### src/rtl/eth_axil_regs.sv
// eth_axil_regs: AXI4-Lite responder register bank for the Ethernet control path.
// Ports:
//   s_axi_aclk, s_axi_aresetn  clock and asynchronous active-low reset
//   s_axi_aw*/w*/b*            single-beat write channel (one outstanding)
//   s_axi_ar*/r*               single-beat read channel (one outstanding)
//   ctrl_out                   word 1 RW control
//   sts_in                     word 2 RO status, sampled when a read is captured
//   irq_set                    per-bit set pulses into W1C word 3
//   irq                        registered OR of (word 3 & word 4 mask)
// Map: 0 VERSION (RO), 1 ctrl, 2 status (RO), 3 irq W1C, 4 irq mask, 5.. scratch.
module eth_axil_regs #(
   parameter int          S_AXI_ADDR_WIDTH = 11,
   parameter int          S_AXI_DATA_WIDTH = 32,
   parameter int          NUM_REGS         = 16,
   parameter logic [31:0] VERSION          = 32'h0001_0000
) (
   input  logic                          s_axi_aclk,
   input  logic                          s_axi_aresetn,
   input  logic [S_AXI_ADDR_WIDTH-1:0]   s_axi_awaddr,
   input  logic                          s_axi_awvalid,
   output logic                          s_axi_awready,
   input  logic [S_AXI_DATA_WIDTH-1:0]   s_axi_wdata,
   input  logic                          s_axi_wvalid,
   output logic                          s_axi_wready,
   output logic [1:0]                    s_axi_bresp,
   output logic                          s_axi_bvalid,
   input  logic                          s_axi_bready,
   input  logic [S_AXI_ADDR_WIDTH-1:0]   s_axi_araddr,
   input  logic                          s_axi_arvalid,
   output logic                          s_axi_arready,
   output logic [S_AXI_DATA_WIDTH-1:0]   s_axi_rdata,
   output logic [1:0]                    s_axi_rresp,
   output logic                          s_axi_rvalid,
   input  logic                          s_axi_rready,
   output logic [31:0]                   ctrl_out,
   input  logic [31:0]                   sts_in,
   input  logic [31:0]                   irq_set,
   output logic                          irq
);
   typedef enum logic [1:0] {W_IDLE, W_ACK, W_RESP} w_state_e;
   typedef enum logic [1:0] {R_IDLE, R_ACK, R_DATA} r_state_e;
   w_state_e w_state_q, w_state_d;
   r_state_e r_state_q, r_state_d;
   logic awready_q, awready_d, bvalid_q, bvalid_d;
   logic arready_q, arready_d, rvalid_q, rvalid_d;
   logic irq_q, irq_d;
   logic [1:0] bresp_q, bresp_d, rresp_q, rresp_d;
   logic [31:0] rdata_q, rdata_d;
   logic [31:0] regs_q [NUM_REGS];
   logic [31:0] regs_d [NUM_REGS];
   logic [S_AXI_ADDR_WIDTH-3:0] w_idx, r_idx;
   logic w_hit, r_hit, w_fire;
   logic unused_addr_lsbs;

   assign w_idx = s_axi_awaddr[S_AXI_ADDR_WIDTH-1:2];
   assign r_idx = s_axi_araddr[S_AXI_ADDR_WIDTH-1:2];
   assign w_hit = 32'(w_idx) < NUM_REGS;
   assign r_hit = 32'(r_idx) < NUM_REGS;
   assign w_fire = w_state_q == W_ACK;
   assign unused_addr_lsbs = ^{s_axi_awaddr[1:0], s_axi_araddr[1:0]};

   assign s_axi_awready = awready_q;
   assign s_axi_wready  = awready_q;
   assign s_axi_bvalid  = bvalid_q;
   assign s_axi_bresp   = bresp_q;
   assign s_axi_arready = arready_q;
   assign s_axi_rvalid  = rvalid_q;
   assign s_axi_rresp   = rresp_q;
   assign s_axi_rdata   = rdata_q;
   assign ctrl_out      = regs_q[1];
   assign irq           = irq_q;

   always_comb begin
      w_state_d = w_state_q;
      awready_d = 1'b0;
      bvalid_d  = bvalid_q;
      bresp_d   = bresp_q;
      regs_d    = regs_q;
      if (w_state_q == W_IDLE && s_axi_awvalid && s_axi_wvalid) begin
         w_state_d = W_ACK;
         awready_d = 1'b1;
      end
      if (w_state_q == W_ACK) begin
         w_state_d = W_RESP;
         bvalid_d  = 1'b1;
         bresp_d   = w_hit ? 2'b00 : 2'b11;
      end
      if (w_state_q == W_RESP && s_axi_bready) begin
         w_state_d = W_IDLE;
         bvalid_d  = 1'b0;
      end
      // Words 0 and 2 are read-only and word 3 is W1C, so only the rest take wdata directly.
      for (int i = 1; i < NUM_REGS; i++)
         if (w_fire && 32'(w_idx) == i && i != 2 && i != 3) regs_d[i] = s_axi_wdata;
      // Set is OR-ed in after the clear so a same-cycle set wins.
      regs_d[3] = (regs_q[3] & ~((w_fire && 32'(w_idx) == 3) ? s_axi_wdata : 32'h0)) | irq_set;
   end

   always_comb begin
      r_state_d = r_state_q;
      arready_d = 1'b0;
      rvalid_d  = rvalid_q;
      rresp_d   = rresp_q;
      rdata_d   = rdata_q;
      if (r_state_q == R_IDLE && s_axi_arvalid) begin
         r_state_d = R_ACK;
         arready_d = 1'b1;
      end
      if (r_state_q == R_ACK) begin
         r_state_d = R_DATA;
         rvalid_d  = 1'b1;
         rresp_d   = r_hit ? 2'b00 : 2'b11;
         rdata_d   = 32'h0;
         // Reads see the registered bank, so a same-cycle write is not yet visible.
         for (int i = 0; i < NUM_REGS; i++)
            if (32'(r_idx) == i) rdata_d = i == 0 ? VERSION : i == 2 ? sts_in : regs_q[i];
      end
      if (r_state_q == R_DATA && s_axi_rready) begin
         r_state_d = R_IDLE;
         rvalid_d  = 1'b0;
      end
      irq_d = |(regs_q[3] & regs_q[4]);
   end

   always_ff @(posedge s_axi_aclk or negedge s_axi_aresetn) begin
      if (!s_axi_aresetn) begin
         w_state_q <= W_IDLE;
         r_state_q <= R_IDLE;
         awready_q <= 1'b0;
         bvalid_q  <= 1'b0;
         bresp_q   <= 2'b00;
         arready_q <= 1'b0;
         rvalid_q  <= 1'b0;
         rresp_q   <= 2'b00;
         rdata_q   <= 32'h0;
         irq_q     <= 1'b0;
         regs_q    <= '{default: 32'h0};
      end else begin
         w_state_q <= w_state_d;
         r_state_q <= r_state_d;
         awready_q <= awready_d;
         bvalid_q  <= bvalid_d;
         bresp_q   <= bresp_d;
         arready_q <= arready_d;
         rvalid_q  <= rvalid_d;
         rresp_q   <= rresp_d;
         rdata_q   <= rdata_d;
         irq_q     <= irq_d;
         regs_q    <= regs_d;
      end
   end
endmodule

### config.mk
export PLATFORM = sky130hd
export DESIGN_NAME = eth_axil_regs
export DESIGN_NICKNAME = d
export VERILOG_FILES = /design/src/rtl/eth_axil_regs.sv
export SDC_FILE = /design/constraint.sdc
export NUM_CORES = 1
export LEC_CHECK = 0
export BUFFER_PORTS_ARGS = -buffer_cell sky130_fd_sc_hd__buf_2
export CORE_MARGIN = 3
export CORE_UTILIZATION = 30
export DETAILED_ROUTE_END_ITERATION = 10
export SYNTH_ARGS = -nofsm -noshare
export SYNTH_HDL_FRONTEND = slang
export SYNTH_SLANG_ARGS = --single-unit
### constraint.sdc
create_clock -name s_axi_aclk -period 2.2 [get_ports s_axi_aclk]
set_input_delay 0.11 -clock s_axi_aclk [delete_from_list [all_inputs] [get_ports s_axi_aclk]]
set_output_delay 0.11 -clock s_axi_aclk [all_outputs]
set_load 0.01 [all_outputs]
==> run summary, run 1 <==
The flow ran to the end, and the final reports show no timing, DRC or antenna violations. The die extent in y works out to 285 µm. Synthesis inferred 491 register bits. Power spread over the standard cell area amounts to 766 nW/µm². The post-route core utilization came out at 0.380. After the last flow step, the layout net total stands at 2410. TritonCTS created 51 clock buffers.

For the finished layout, the period the worst path requires is 2.18 ns. The vias per cell is 5.56. The leftover overflow at the end of global routing came out at 0. The post-route non-filler standard cell count is 3360. Timing analysis after detailed placement gives a worst setup slack of -0.476 ns. The run gives 0 as the number of hold-slack violations in the final timing report. The die width was 285 µm; the critical path required time was 2.67 ns. The nature of the critical path startpoint was a flip-flop. After detailed routing, the average wire length per cell comes to 27.4 µm. In this run the cell area measured after placement is 26600 µm².

The floorplan has 101 rows. Across the VDD grid, the largest voltage drop is 0.000503 V. The gate family responsible for the most delay along the worst path is simple AND/OR/NAND/NOR gates. The root buffer cell chosen for the clock tree is sky130_fd_sc_hd__clkbuf_16. The die area is 81000 µm². The relative slew slack came out at 0.335. Summing over every cut layer, the via total after detailed routing is 18700. Yosys attributes the largest share of cell area to sky130_fd_sc_hd__dfrtp_1, sky130_fd_sc_hd__mux2_2, sky130_fd_sc_hd__o22ai_1. Across the run, the number of max-cap violations was 0. The transition time at the pin with the least slew margin was 0.994 ns. Summed over all instances, the cell type with the most area after synthesis is sky130_fd_sc_hd__dfrtp_1.

The reported leakage power is 13.6 nW, and the effective utilization at floorplan is 0.305. Input and output buffers added on the ports amount to 194. Setup violations remaining at the end of the flow were counted as 0. The most used flip-flop cell after synthesis is sky130_fd_sc_hd__dfrtp_1. Final hold analysis gives a worst-case slack of 0.0154 ns. The logs give 0.221 for the global-route usage over all layers and 2093 for the post-synthesis net count. The number of H-tree levels is 2, and the last weighted congestion value of the routability-driven placer is 0.903. Detailed placement finished with a half-perimeter wire length of 63.8 mm. Setup repair after global routing left no endpoint under its margin. The share of the clock period used by the worst path after layout is 0.993. For the proportion of synthesized chip area in sequential cells, the log shows 0.528. Area share of the largest cell type after synthesis: 0.528. The layout has 7304 filler cells. The run gives 1968 as the gate count of the mapped netlist. Once routing completed, OpenROAD measured the worst setup slack at 0.0154 ns.

In this run, placement finished with an instance count of 3190. The first-pass iteration count of the detailed router came out at 6. Leaving out fill and tap cells, the most frequent cell in the layout is sky130_fd_sc_hd__dfrtp_1. The cell area that synthesis handed to floorplanning was 23300 µm². The share of layout cells above drive strength 1 came out at 0.407. The highest fanout seen on the critical path is 21, and the number of top-level design ports is 199. The path type of the worst setup path is flip-flop to flip-flop. The share of async-settable or async-resettable flops after synthesis is 1.00, and the total buffers and inverters traversed by the critical path is 2. Initial antenna violation count: 4.

CTS saw 491 sinks. Kind of capture point of the worst setup path: a flip-flop. TritonCTS built the clock tree. The tools report the number of DRC violations after detailed-routing iteration 0 as 1633. The routed design has 91.9 mm of wire. Area of the core: 76500 µm². In this run the post-CTS setup repair buffer count came out at 0.

Clock latency on the worst-skew pair, taken at its later pin, is 0.61 ns. The average cell area after synthesis was 11.8 µm². Data arrival time at the worst-slack endpoint: 2.65 ns.

The critical path's largest stage delay came out at 0.46 ns. After detailed routing, the number of remaining DRC violations is 0. Counting flops with a built-in enable in the synthesized netlist gives 0. The count of nets left with antenna violations once routing finished came out at 0.

The cell area after layout was 29100 µm². For this run, the top clock speed supported by timing is 0.458 GHz. The via count of the first global-routing pass was 19200. Traced cell by cell, the critical path runs through nand2b_1, buf_12, nor2_1, nand2_1, buf_12, o22ai_1, or3_1, o22ai_1.

The tools report the count of final max-slew check failures as 0. Among all stages on the critical path, the largest delay is contributed by sky130_fd_sc_hd__dfrtp_1. The first global-routing pass estimated 134 mm of wire. Yosys printed 0 warnings. The top cell types in the final layout, fill and taps aside, are sky130_fd_sc_hd__dfrtp_1, sky130_fd_sc_hd__mux2_2, sky130_fd_sc_hd__buf_2, sky130_fd_sc_hd__buf_4, sky130_fd_sc_hd__nand2_1.

The growth of design area from synthesis to finish works out to 24.9%. The netlist uses 72 different library cells. Clock skew on the completed layout was measured at 0.0194 ns. The buffer levels on the longest clock path is 3, and the clock-pin slew on the worst setup and hold paths is 0.06 ns. The tightest min-delay check is of the input pin to asynchronous set/reset pin type. The largest net degree at the start of global routing came out at 91.
==> metal layers <==
layer,routed length [µm],global-route usage
met1,37100,0.283
met2,43200,0.361
met5,57,0
met4,4440,0.102
met3,7070,0.0432
==> timing repair <==
item,in CTS,in global routing
endpoints found under the setup margin,0,150
gates resized for setup,0,2
hold buffers,72,0
hold endpoints to repair,769,0
==> worst reg2reg max path: stages, from the launching register on <==
cell and delay, ns:
sky130_fd_sc_hd__dfrtp_1 0.46, sky130_fd_sc_hd__nand2b_1 0.22, sky130_fd_sc_hd__buf_12 0.19, sky130_fd_sc_hd__nor2_1 0.40, sky130_fd_sc_hd__nand2_1 0.17, sky130_fd_sc_hd__buf_12 0.19, sky130_fd_sc_hd__o22ai_1 0.20, sky130_fd_sc_hd__or3_1 0.16
sky130_fd_sc_hd__o22ai_1 0.07
==> path summary, 6_finish.rpt <==
path / start / end / slack, ns / depth (start not counted)
min reg2reg: regs_q[111]$_DFFE_PN0P_ / regs_q[111]$_DFFE_PN0P_ / 0.50 / 1
min: s_axi_aresetn / ctrl_out[23]$_DFFE_PN0P_ / 0.02 / 2
max reg2reg: r_state_q[1]$_DFFE_PN0P_ / s_axi_rdata[23]$_DFFE_PN0P_ / 0.02 / 8
min in group s_axi_aclk: sts_in[11] / s_axi_rdata[11]$_DFFE_PN0P_ / 0.08 / 5
max: r_state_q[1]$_DFFE_PN0P_ / s_axi_rdata[23]$_DFFE_PN0P_ / 0.02 / 8
max in group asynchronous: s_axi_aresetn / regs_q[264]$_DFFE_PN0P_ / 1.31 / 3
==> cells in the mapped netlist (10+ instances only) <==
| master | n |
|---|---|
| sky130_fd_sc_hd__nand2_1 | 103 |
| sky130_fd_sc_hd__a221oi_1 | 20 |
| sky130_fd_sc_hd__o22ai_1 | 87 |
| sky130_fd_sc_hd__o221ai_1 | 13 |
| sky130_fd_sc_hd__buf_4 | 37 |
| sky130_fd_sc_hd__a22oi_1 | 29 |
| sky130_fd_sc_hd__mux2i_1 | 24 |
| sky130_fd_sc_hd__nor3_1 | 24 |
| sky130_fd_sc_hd__a21o_1 | 44 |
| sky130_fd_sc_hd__o2111ai_1 | 11 |
| sky130_fd_sc_hd__nand3_1 | 16 |
| sky130_fd_sc_hd__dfrtp_1 | 491 |
| sky130_fd_sc_hd__a211oi_1 | 26 |
| sky130_fd_sc_hd__o211ai_1 | 14 |
| sky130_fd_sc_hd__nor2b_1 | 24 |
| sky130_fd_sc_hd__buf_2 | 62 |
| sky130_fd_sc_hd__a221o_1 | 11 |
| sky130_fd_sc_hd__a21oi_1 | 91 |
| sky130_fd_sc_hd__nor2_1 | 79 |
| sky130_fd_sc_hd__mux2_2 | 434 |
| sky130_fd_sc_hd__nand2b_1 | 10 |
| sky130_fd_sc_hd__o21ai_0 | 84 |
| sky130_fd_sc_hd__clkbuf_1 | 90 |
==> cell families after synthesis <==
group / count (synthesis) / synth area share
compound gates: 503 / 0.145
flops: 491 / 0.528
simple gates: 305 / 0.0627
buf+inv: 209 / 0.0436
mux: 459 / 0.221
xor+xnor: 1 / 0.000376
==> flip-flops by register name, indices dropped and copies added (netlist names) <==
signal and count:
ctrl_out 32, irq 1, r_state_q 2, regs_q 416, s_axi_arready 1, s_axi_awready 1, s_axi_bresp 1, s_axi_bvalid 1
s_axi_rdata 32, s_axi_rresp 1, s_axi_rvalid 1, w_state_q 2
==> stage by stage <==
| stage | power, W | TNS, ns |
|---|---|---|
| final | 0.0223 | 0 |
| after global routing | 0.0230 | 0 |
| after CTS | 0.0224 | 0 |
| after detailed placement | 0.0133 | -1.95 |
| after floorplan | 0.0114 | 0 |
| after global placement | 0.0132 | -1.81 |
==> final cells by class <==
class,instances,area [µm²],share of cell area
well taps,1030,1290,0.0443
repair buffers,464,3620,0.125
multi-input cells,1268,10100,0.347
inverters,9,33.8,0.00116
clock buffers,77,1600,0.0549
diodes,3,7.51,0.000258
flip-flops and latches,491,12300,0.422
clock inverters,18,163,0.00559
==> power breakdown <==
part / switching [W] / total [W] / leakage [nW] / internal [W]
clock: 0.00381 / 0.00906 / 0.877 / 0.00526
sequential: 0.000417 / 0.00991 / 6.61 / 0.00949
combinational: 0.00194 / 0.00329 / 6.12 / 0.00135
No activity file was read; power rests on OpenSTA's default activity.
==> run 2: changes to the inputs <==
- CORE_UTILIZATION: 30 -> 59
- PLACE_DENSITY: default -> 0.79
==> run 2 against run 1 <==
- global-route usage is 19 points higher
- critical path depth is 2 lower
- sequential power is 0.4% lower
- die area is 48% lower
- sequential share of layout area is 1.1 points higher
- wire length is 5.8% lower
- worst hold slack better by 0.049 ns
- total power hardly changed
- count of clock-buffer cells in the layout is 1 lower
- flip-flop and latch count stayed put
- critical endpoint is now regs_q[111]$_DFFE_PN0P_
- largest cell class unchanged
==> run summary, run 2 (synthesis gave the netlist of run 1 again) <==
The first detailed-routing pass took 7 iterations. The path type of the worst setup path is flip-flop to flip-flop. The worst register-to-register path ends at regs_q[111]$_DFFE_PN0P_. The H-tree was split into 2 levels. The detail-routed net length per standard cell is 30.6 µm, and the highest clock rate is 0.464 GHz. 0 antenna diodes ended up in the layout. The number of filler instances in the final layout was 2441; the flip-flop count of the largest register, all copies and words added was 416. The run gives 0.59 ns as the clock latency at the later pin of the worst-skew pair. Die area: 41900 µm².

The number of vias after detailed routing came out at 19900. The area of the core came out at 38800 µm². For the buffer levels on the longest clock path, the log shows 3. The analysis attributes to cell leakage a power of 13.6 nW. The run gives 0 as the count of final max-slew check failures. The most critical setup path has its endpoint at regs_q[111]$_DFFE_PN0P_. Data arrival time at the worst-slack endpoint: 2.62 ns.

Once placement finished, the instance area stood at 25900 µm². The global-route wire length before repair is 127 mm, and the initial antenna violation count is 3. Input and output buffers added on the ports amount to 194. For the final routed database, the setup TNS stands at 0 ns.

In this run the critical register-to-register path is launched from w_state_q[1]$_DFFE_PN0P_. In the layout the commonest cells are sky130_fd_sc_hd__dfrtp_1, sky130_fd_sc_hd__mux2_2, sky130_fd_sc_hd__buf_2, sky130_fd_sc_hd__buf_4, sky130_fd_sc_hd__nand2_1. In this run the remaining antenna-violating nets after routing total 0. The worst setup path is captured at a flip-flop.

The run gives 491 as the number of sinks on the clock net. The congestion estimate from routability-driven global placement came to 1.00. The number of hold-slack violations in the final timing report was 0; the transition time at the pin with the least slew margin was 0.852 ns. The floorplan row count is 72. The post-route core utilization was 0.730; the number of DRC violations after detailed-routing iteration 0 was 2870.

Critical path launch point: w_state_q[1]$_DFFE_PN0P_. Entering global routing, the biggest net connects 84 pins. The effective utilization at floorplan is 0.600, and the global-route usage over all layers is 0.409. The design draws 0.0223 W. From synthesis to final layout, the design area changed by 21.7%. The tools report the number of top-level design ports as 199. In this run the clock root is driven by a sky130_fd_sc_hd__clkbuf_16.

Traced cell by cell, the critical path runs through nor2b_2, nand3_1, or3_1, or2_1, buf_12, mux2_1. The worst-case IR drop observed on VDD is 0.000490 V. The leftover overflow at the end of global routing was 0. For flop-to-flop paths, the worst setup slack is 0.05 ns. The total buffers and inverters traversed by the critical path came out at 1. The share of the clock period used by the worst path after layout is 0.979. Most common library cell in the layout ignoring fill and taps: sky130_fd_sc_hd__dfrtp_1.

The relative slew slack was 0.430. In this run the post-CTS setup repair buffer count came out at 0. On the critical path, the stage with the largest delay is an instance of sky130_fd_sc_hd__or3_1. The nature of the critical path startpoint was a flip-flop. For the total length of routed wires, the log shows 86.6 mm. The highest fanout seen on the critical path is 32, and the post-route non-filler standard cell count is 2832. TritonCTS built the clock tree. The logs give 56.6 mm for the detailed placer's ending HPWL and 28300 µm² for the cell area after layout.

After detailed routing, the number of remaining DRC violations is 0. Via count of the first global-routing pass: 20200. The minimum period implied by the final worst setup slack was 2.15 ns. The die is 205 µm tall. Cell total after placement: 2667. The vias per cell was 7.02; the setup clock skew after layout was 0.0131 ns.

The register with the most flip-flops is regs_q. On the critical path the largest part of the delay comes from simple AND/OR/NAND/NOR gates. In this run the power density over the cells is 786 nW/µm². The length in cells of the worst reg-to-reg path came out at 6. The run finished with clean final reports. Clock tree synthesis inserted a total of 51 buffers.

The run gives 2399 as the net count reported at finish. In this run the number of cells on the critical path is 6. Summing all flip-flop and latch instances after layout gives 12300 µm². Data on the critical path is required at its endpoint by 2.67 ns. From left edge to right edge, the die measures 205 µm. In the final layout, the multi-input gates occupy 10100 µm². Setup violations remaining at the end of the flow were counted as 0.

Critical path's largest stage delay: 0.45 ns. The path class of the tightest hold or removal check is input pin to asynchronous set/reset pin. The max-capacitance violation count is 0, and the clock-pin slew on the worst setup and hold paths is 0.06 ns. The share of layout cells above drive strength 1 came out at 0.402.
run 2: through the flow:
stage	worst slack, ns	hold slack (ns)
after floorplan	0.241	-0.186
after global placement	-0.169	0.0794
after detailed placement	-0.200	0.0767
after CTS	0.0323	0.0504
after global routing	-0.0140	0.0879
final	0.0465	0.0649
run 2: worst min path at each step:
stage	slack (ns)	cells after the start	start	end
global placement	0.08	1	s_axi_aresetn	s_axi_bresp[0]$_DFFE_PN0P_
CTS	0.05	5	sts_in[11]	s_axi_rdata[11]$_DFFE_PN0P_
detailed placement	0.08	1	s_axi_aresetn	s_axi_bresp[0]$_DFFE_PN0P_
finish	0.06	2	s_axi_aresetn	s_axi_bresp[0]$_DFFE_PN0P_
global route	0.09	2	s_axi_aresetn	s_axi_bresp[0]$_DFFE_PN0P_
floorplan	-0.19	0	s_axi_aresetn	ctrl_out[0]$_DFFE_PN0P_
run 2: report_power, final:
part	total (W)	switching (W)	internal (W)	leakage (nW)
Clock	0.00905	0.00363	0.00542	0.872
Sequential	0.00987	0.000379	0.00949	6.61
Combinational	0.00335	0.00197	0.00137	6.08
run 2: repair_timing:
action | 4_1_cts | 5_1_grt
hold buffers | 72 | 0
setup endpoints to repair | 0 | 219
endpoints found under the hold margin | 612 | 0
resized for setup | 0 | 2
run 2: cell type report:
| class | count | area share |
|---|---|---|
| Clock buffer | 76 | 0.0544 |
| Multi-Input combinational cell | 1268 | 0.356 |
| Inverter | 9 | 0.00119 |
| Tap cell | 518 | 0.0229 |
| Timing Repair Buffer | 453 | 0.125 |
| Clock inverter | 17 | 0.00764 |
| Sequential cell | 491 | 0.433 |
run 2: metal layers:
layer  up-vias  share of wire  global-route usage
met3       476           0.13               0.107
met4         2          0.078               0.272
met2      1622           0.45               0.623
met5         -        0.00015                   0
li1       7892              -                   -
met1      9889           0.35               0.518
==> run 3: changes to the inputs <==
- ABC_AREA: default -> 1
==> run 3 against run 2 <==
- count of clock-buffer cells in the layout down 8
- cell count grew 22%
- register-to-register slack better by 0.09 ns
- utilization decreased by 2.9 points
- area after synthesis shrank 4.1%
- clock power decreased by 4.6%
- sequential power down 8.4%
- critical endpoint is now regs_q[378]$_DFFE_PN0P_
==> run summary, run 3 <==
The worst IR drop on VDD was 0.000698 V. The net count reported at finish came out at 3049. Cell chosen for the clock root: sky130_fd_sc_hd__clkbuf_16.

In this run, distinct cell masters in the synthesized netlist total 32. The run gives 0.492 as the sequential cell fraction of total power. Most common library cell in the layout ignoring fill and taps: sky130_fd_sc_hd__nand2_1. The die covers 40200 µm².

The routed layout has 19600 vias. Dividing the detail-routed via count by the number of cells gives 5.66. The post-synthesis net count is 2903. The flow ran to the end, and the final reports show no timing, DRC or antenna violations.

The effective utilization at floorplan is 0.604, and the global-route wire length before repair is 101 mm. The detailed router finished its first iteration with 1919 violations. Endpoint of the worst register-to-register path: regs_q[394]$_DFF_PN0_. The area growth from synthesis to layout is 16.0%.

The detail-routed net length per standard cell was 17.7 µm. The nature of the critical path startpoint is an input pin. The design draws 0.0184 W. The critical path is of the input pin to flip-flop type. The routed design uses 3.44 mm of met3 wire. The global-route usage over all layers is 0.307, and the detailed placer's ending HPWL is 40.0 mm.

Walking the worst path, the cells encountered are dlygate4sd3_1, buf_2, nor2_1, nand3_1, dlygate4sd3_1, nor2_1, nand4_1, buf_12, a21oi_1, inv_1. For the area of the multi-input gates, the log shows 8220 µm². For the setup clock skew after layout, the log shows 0.0166 ns. The tools report the largest net degree at the start of global routing as 71.

The number of cells on the worst reg-to-reg path is 7. 199 I/O pins were placed. For flop-to-flop paths, the worst setup slack is 0.14 ns. The relative slew slack came out at 0.0804. In this run, CTS created clock tree buffers numbering 50. The die width works out to 201 µm. The area share of xor/xnor cells in the synthesized design is 0, and the count of antenna diodes in the layout is 0. Data on the critical path arrives at its endpoint at 2.54 ns. Summed over all failing endpoints, the final setup total negative slack is 0 ns.

The run gives 0.038 as the relative contribution of combinational cells to total power. The adder and majority cell fraction of the synthesized area was 0; the compound-gate portion of the synthesized area was 0.113. The startpoint identified for the worst register-to-register timing path is w_state_q[1]$_DFFE_PN0P_. The internal power of the cells totals 0.0143 W.

The synthesized netlist occupies a cell area of 22300 µm². The share of async-settable or async-resettable flops after synthesis is 1.00. No sink is reached through more buffers than the 3 on the longest clock path. Summed over all instances, the cell type with the most area after synthesis is sky130_fd_sc_hd__dfrtp_1. In this run the most critical hold path is launched from s_axi_wdata[31].

Of all nets on the critical path, the largest fanout is 64. From bottom edge to top edge, the die measures 201 µm. The detailed-routing wirelength on met1 is 24.1 mm, and the via count of the first global-routing pass is 19400.

Following the worst setup path forward leads to its endpoint at regs_q[378]$_DFFE_PN0P_. The flop and latch count out of synthesis came out at 491. The first detailed-routing pass took 7 iterations. For the initial antenna violation count, the log shows 0. For the pin with the worst max-slew slack, the measured transition is 1.38 ns. Type of the tightest min-delay check: input pin to flip-flop. At the end of routability-driven placement, the weighted congestion stood at 0.930. For the floorplan row count, the log shows 70. TritonCTS built the clock tree.

Detailed routing placed a total of 30.7 mm of wire on met2. Most frequently used flop master after synthesis: sky130_fd_sc_hd__dfrtp_1. The leftover overflow at the end of global routing came out at 0. The tools report the clock share of power as 0.470. The share of layout cells above drive strength 1 works out to 0.134.

Setup violations remaining at the end of the flow were counted as 0. The critical path launch point was s_axi_awaddr[6]. The cell with the most instances after synthesis is sky130_fd_sc_hd__nand2_1.

The clock latency at the later pin of the worst-skew pair came out at 0.58 ns. After detailed routing, the total wire length is 61.2 mm. The power density over cell area was 709 nW/µm²; the mux contribution to synthesized area was 0. Static timing analysis puts the maximum clock frequency at 0.480 GHz.

The count of synthesis-stage warnings from yosys is 0. The net load switching power came out at 0.00405 W. In this run the top signal layer used is met4. The basic-gate share of the synthesized area counting and, or, nand and nor cells was 0.251; the area of the core was 37000 µm². Counting flops with a built-in enable in the synthesized netlist gives 0.

Leaving out fill and tap cells, the most frequent cells in the layout are sky130_fd_sc_hd__nand2_1, sky130_fd_sc_hd__dfrtp_1, sky130_fd_sc_hd__o21ai_0, sky130_fd_sc_hd__inv_1. The minimum period implied by the final worst setup slack was 2.08 ns; the number of hold-slack violations in the final timing report was 0. Each instance of the synthesized netlist takes up on average 8.04 µm².

The post-route core utilization is 0.701, and the gate count of the mapped netlist is 2778. Port buffering added 194 buffers. The flip-flop count of the largest register, all copies and words added was 416.

After synthesis, the cell types taking the most area are sky130_fd_sc_hd__dfrtp_1, sky130_fd_sc_hd__nand2_1, sky130_fd_sc_hd__o21ai_0. By area, the combinational part of the netlist is dominated by simple AND/OR/NAND/NOR gates. Across the run, the number of max-cap violations was 0. The kind of capture point of the worst setup path is a flip-flop. Registers take 12300 µm². The clock-pin slew on the worst setup and hold paths came out at 0.06 ns. For this run, design rule violations remaining after detail routing come to 0. The largest individual stage delay along the critical path comes from the cell sky130_fd_sc_hd__dlygate4sd3_1.

For the least setup slack across all paths after layout, the log shows 0.119 ns. For this design, the sink count on the clock tree is 491. The critical path's largest stage delay is 0.58 ns. The area share of the largest cell type after synthesis was 0.550.

The register with the most flip-flops is regs_q. The proportion of synthesized chip area in sequential cells is 0.550, and the critical path required time is 2.66 ns. The post-placement worst setup slack is -0.253 ns, and the number of antenna-violating nets in the routed design is 0. The share of the clock period used by the worst path after layout came out at 0.946. The count of final max-slew check failures came out at 0. The switching part of the total power works out to 0.221.

The H-tree generated during clock tree synthesis spans 2 levels. The number of filler instances in the final layout was 2819. Reported leakage power: 12.4 nW. The commonest cells after synthesis are sky130_fd_sc_hd__nand2_1, sky130_fd_sc_hd__dfrtp_1, sky130_fd_sc_hd__o21ai_0.
-- run 3: cell count changes after synthesis, sizes merged, moves of 44 or more --
cell / delta
nand2: +733
mux2: -435
o21ai: +351
inv: +245
nand3: +124
nor2: +114
nand4: +97
o22ai: -87
clkbuf: +59
a21oi: -56
buf: -47
a21o: -44
-- run 3: power by group through the flow --
stage	combinational (W)	clock, W	sequential (W)
global placement	0.000625	0	0.00920
CTS	0.000695	0.00874	0.00904
finish	0.000689	0.00863	0.00904
detailed placement	0.000638	0	0.00920
global route	0.000765	0.00913	0.00903
floorplan	0.000182	0	0.00920
-- run 3: cell type report --
class | count | area share
clock inverter | 20 | 0.00874
multi-input combinational | 1820 | 0.317
clock buffer | 68 | 0.0559
inverter | 255 | 0.0370
tap | 504 | 0.0243
timing repair buffer | 306 | 0.0822
sequential | 491 | 0.474
-- run 3: worst min path at each step --
stage | endpoint | slack [ns] | cells after the start
2_1_floorplan | ctrl_out[0]$_DFFE_PN0P_ | -0.19 | 0
6_report | regs_q[31]$_DFFE_PN0P_ | 0.02 | 3
3_5_place_dp | ctrl_out[3]$_DFFE_PN0P_ | 0.14 | 1
5_1_grt | regs_q[159]$_DFFE_PN0P_ | 0.03 | 3
3_3_place_gp | regs_q[387]$_DFF_PN0_ | 0.13 | 1
4_1_cts | regs_q[31]$_DFFE_PN0P_ | 0.005 | 3
-- run 3: cells by family after synthesis --
logic type | after synthesis
buf+inv | 467
compound gates | 493
simple gates | 1327
flops | 491
-- run 3: per-stage QoR --
step | instance area [µm²] | hold slack (ns) | cells
floorplan | 22300 | -0.186 | 2778
global placement | 23800 | 0.130 | 3335
detailed placement | 23800 | 0.138 | 3335
CTS | 25900 | 0.00517 | 3464
global route | 25900 | 0.0264 | 3464
finish | 25900 | 0.0206 | 3464
-- run 3: repair_timing --
| action | CTS | global route |
|---|---|---|
| gates resized for setup | 0 | 6 |
| endpoints found under the hold margin | 140 | 0 |
| setup buffers | 0 | 0 |
| endpoints found under the setup margin | 0 | 56 |
| hold buffers | 41 | 0 |
-- run 3: worst max-delay path: cells and delay by family --
family	cells	cell delay, ns
AND/OR/NAND/NOR	4	0.63
AO/OA/AOI/OAI	1	0.23
buffers and inverters	5	1.53
-- run 3: routing by layer --
| metal | track usage | vias up |
|---|---|---|
| met4 | 0.141 | 0 |
| met1 | 0.391 | 9445 |
| met2 | 0.529 | 783 |
| met3 | 0.0397 | 202 |
| met5 | 0 | - |
| li1 | - | 9162 |
